**src/rtl/shift_left_iterative.sv**
```systemverilog
// Multi-cycle logical left shifter: shifts one bit per clock and records whether
// any set bit fell off the MSB. Valid/ready handshake on both request and result.
module shift_left_iterative #(
  parameter int N = 32
) (
  input  logic                 i_clk,
  input  logic                 i_rst_n,
  input  logic                 i_in_valid,
  output logic                 o_in_ready,
  input  logic [N-1:0]         i_in,
  input  logic [$clog2(N)-1:0] i_shamt,
  output logic                 o_out_valid,
  input  logic                 i_out_ready,
  output logic [N-1:0]         o_out,
  output logic                 o_lost,
  output logic                 o_busy
);

  localparam int SW = $clog2(N);

  typedef enum logic [1:0] {
    IDLE,
    SHIFT,
    DONE
  } state_t;

  state_t        r_state;
  logic [N-1:0]  r_acc;
  logic [SW-1:0] r_count;
  logic          r_lost;

  // SHIFT is only entered with a nonzero count and left when it reaches one,
  // so the count never wraps.
  always_ff @(posedge i_clk) begin
    if (!i_rst_n) begin
      r_state <= IDLE;
      r_acc   <= '0;
      r_count <= '0;
      r_lost  <= 1'b0;
    end else begin
      case (r_state)
        IDLE: begin
          if (i_in_valid) begin
            r_acc   <= i_in;
            r_count <= i_shamt;
            r_lost  <= 1'b0;
            r_state <= (i_shamt == '0) ? DONE : SHIFT;
          end
        end
        SHIFT: begin
          r_acc   <= {r_acc[N-2:0], 1'b0};
          r_lost  <= r_lost | r_acc[N-1];
          r_count <= r_count - SW'(1);
          if (r_count == SW'(1)) begin
            r_state <= DONE;
          end
        end
        DONE: begin
          if (i_out_ready) begin
            r_state <= IDLE;
          end
        end
        default: r_state <= IDLE;
      endcase
    end
  end

  // Request side is held off while reset is asserted even though the state is IDLE.
  assign o_in_ready  = (r_state == IDLE) && i_rst_n;
  assign o_out_valid = (r_state == DONE);
  assign o_busy      = (r_state != IDLE);
  assign o_out       = r_acc;
  assign o_lost      = r_lost;

endmodule

```
**config.mk**
```make
export PLATFORM = sky130hd
export DESIGN_NAME = shift_left_iterative
export DESIGN_NICKNAME = d
export VERILOG_FILES = /design/src/rtl/shift_left_iterative.sv
export SDC_FILE = /design/constraint.sdc
export NUM_CORES = 1
export LEC_CHECK = 0
export ABC_CLOCK_PERIOD_IN_PS = 2100
export CORE_UTILIZATION = 40
export DETAILED_ROUTE_END_ITERATION = 12
export PLACE_DENSITY = 0.79
export SLEW_MARGIN = 5
export SYNTH_ARGS = -nofsm -noshare
export SYNTH_HDL_FRONTEND = slang
export SYNTH_SLANG_ARGS = --single-unit
export TNS_END_PERCENT = 5
```
**constraint.sdc**
```tcl
create_clock -name i_clk -period 2.1 [get_ports i_clk]
set_input_delay 0.315 -clock i_clk [delete_from_list [all_inputs] [get_ports i_clk]]
set_output_delay 0.315 -clock i_clk [all_outputs]
set_load 0.03 [all_outputs]
```
==> flow_summary_export.csv <==
group,metric,value,unit
status,status,"finished, final reports clean",
clock_tree,cts_sinks,40,
clock_tree,cts_htree_levels,2,
clock_tree,cts_tree,"done",
sta,rsz0062_at_grt,"no",
final_layout,n_antenna_cell,0,
yosys,netlist_area,0.002068,mm2
place,gp_congestion,0.8222,
run,maxCapViolations,0,
final_layout,final_cell_mix,"75 x clkdlybuf4s50_1, 64 x nand2_1, 40 x dfxtp_1",
yosys,synth_edf_count,0,
pwr,cellLeakagePower,1.115,nW
min_path,hp-class,"reg -> reg",
final_layout,layout.nets,354,
yosys,synthMuxAreaShare,0,%
sta,clock_skew,0.006496,ns
pwr,power.density,1502,mW/mm2
worst_setup_path,path_cells,"or2_2, clkdlybuf4s50_1",
yosys,ys_types,35,
die,core_area,0.004848,mm2
yosys,ys_seq_elements,40,
pwr,vdd_drop_max,0.7896,mV
worst_setup_path,end_kind,"output port",
sta,maxSlewHeadroom,68.03,%
final_layout,drive_above_1_share,16.35,%
die,row_count,25,
global_route,grt_overflow,0,
yosys,synth_top_family_by_area,"compound AO/OA/AOI/OAI gates",
yosys,synth_fa_ha_area_share,1.210,%
pwr,power,4.524,mW
sta,worstMarginPinSlew,0.4786,ns
yosys,synth_nets,283,
yosys,synth_ff_type,"dfxtp_1",
clock_tree,clk_path_buf_depth,2,
sta,setup_viol,0,
die,start_util,42.66,%
yosys,postSynth.asyncResetShare,0,%
clock_tree,clk_pin_slew,0.08,ns
clock_tree,cts_resized,0,
final_layout,syn_to_final_growth,45.67,%
global_route,grt_pass1_vias,1872,
drt,wl,4993,um
yosys,synth-seq-area-share,38.72,%
sta,drv_slew,0,
drt,route.met2.wl,2336,um
place,io_buffers,76,
worst_setup_path,critPathRequiredTime,1.78,ns
drt,ant_nets,0,
sta,period_share,88.91,%
yosys,synthSimpleGateAreaFrac,23.11,%
drt,first_iter_violations,119,
yosys,synthCells,240,
worst_setup_path,crit_slowest_cell,"clkdlybuf4s50_1",
worst_setup_path,crit_path_start_kind,"register",
global_route,grt_pass1_wl,8466,um
yosys,synth-compound-area-share,29.89,%
sta,finalSetupTns,0,ns
drt,drc_errors,0,
global_route,grt_start_max_net_pins,38,
die,die_w,73.91,um
drt,wl_met1,2265,um
worst_setup_path,path_class,"reg -> out",
final_layout,final_common_cell,"clkdlybuf4s50_1",
drt,wl_per_cell,13.17,um
yosys,syn_area_per_cell,8.618,um2
sta,whs,0.4784,ns
yosys,synth_xor_area_share,0,%
drt,routed.top_layer,"met4",
die,boundaryPins,77,
sta,hold_viol_final,0,
worst_setup_path,arrival,1.55,ns
global_route,grt_antenna_before_repair,0,
drt,first_pass_iters,4,
drt,route.met3.wl,327,um
clock_tree,clock_latency,0.30,ns
drt,vias,1986,
worst_setup_path,critPathMaxFanout,5,
die,fp.dieH,73.91,um
worst_setup_path,max_stage_delay,0.60,ns
die,die_area,0.005462,mm2
clock_tree,clockRootBuffer,"clkbuf_8",
yosys,ys_warn_count,0,
drt,viasPerCell,5.240,
clock_tree,cts_made_buffers,5,
sta,period_needed,1.867,ns
clock_tree,postCtsHoldBufs,0,
place,dp_hpwl,3454,um
sta,max_freq,535.6,MHz
clock_tree,post_cts_buffers,0,
global_route,grt_usage,19.94,%
==> cells in the mapped netlist, drive strengths merged (2+ instances only) <==
library cell	count	area, um2
inv	6	22.52
a21oi	6	30.03
ha	2	25.02
o21ai	2	10.01
nand2	64	240.2
buf	19	116.4
clkbuf	2	7.510
a211oi	3	22.52
dfxtp	40	800.8
o211ai	2	15.01
nor3	3	15.01
nor2b	2	12.51
nand3b	3	22.52
a311oi	31	446.7
nand2b	2	12.51
nor2	37	138.9
==> where the power goes <==
part	internal [mW]	switching (mW)	total (mW)
logic	1.06	1.51	2.57
registers	1.04	0.231	1.27
clock network	0.389	0.291	0.680
total	2.50	2.03	4.52
==> per-stage QoR <==
stage / util [%] / worst slack (ns) / instance area (um2) / cells
after floorplan: - / 0.4816 / 2068 / 240
after global placement: 59.64 / 0.3570 / 2892 / 371
after detailed placement: 59.64 / 0.3204 / 2892 / 371
after CTS: 62.14 / 0.2243 / 3013 / 379
after global routing: 62.14 / 0.1582 / 3013 / 379
final: 62.14 / 0.2329 / 3013 / 379
==> state kept, by name, summed over array words and instances (netlist names) <==
| register | cells |
|---|---|
| r_count | 5 |
| o_out | 32 |
| r_state | 2 |
| o_lost | 1 |
==> worst max-delay path, delay by kind of cell (launching register included) <==
kind / cells / cell delay, ns
buffers and inverters: 1 / 0.60
DFF: 1 / 0.35
and+or+nand+nor: 1 / 0.31
==> logic make-up after synthesis <==
group	count (synthesis)
fa+ha+maj	2
compound gates	55
buf+inv	27
simple gates	116
flops	40
==> area by class of cell <==
cell class / count / area, um2
clock buffer: 6 / 82.58
tap: 67 / 83.83
inverter: 6 / 22.52
fill: 416 / 1836
clock inverter: 2 / 38.79
timing repair buffer: 85 / 863.3
sequential: 40 / 800.8
multi-input combinational: 173 / 1121
==> per-layer routing <==
metal / vias to the layer above / GRT usage (%)
met5: - / 0
met4: 0 / 6.410
met3: 7 / 5.624
met2: 61 / 32.53
met1: 935 / 25.36
li1: 983 / -
==> path summary, 6_finish.rpt <==
kind                           startpoint                      end  slack [ns]  cells after the start
setup reg to reg  r_state[0]$_SDFFE_PN0P_   o_out[15]$_SDFFE_PN0P_        0.56                      5
hold reg to reg   r_count[1]$_SDFFE_PN0P_  r_count[1]$_SDFFE_PN0P_        0.48                      2
hold / removal    r_count[1]$_SDFFE_PN0P_  r_count[1]$_SDFFE_PN0P_        0.48                      2
setup / recovery  r_state[0]$_SDFFE_PN0P_                   o_busy        0.23                      2
Power figures use the tool's default switching activity.
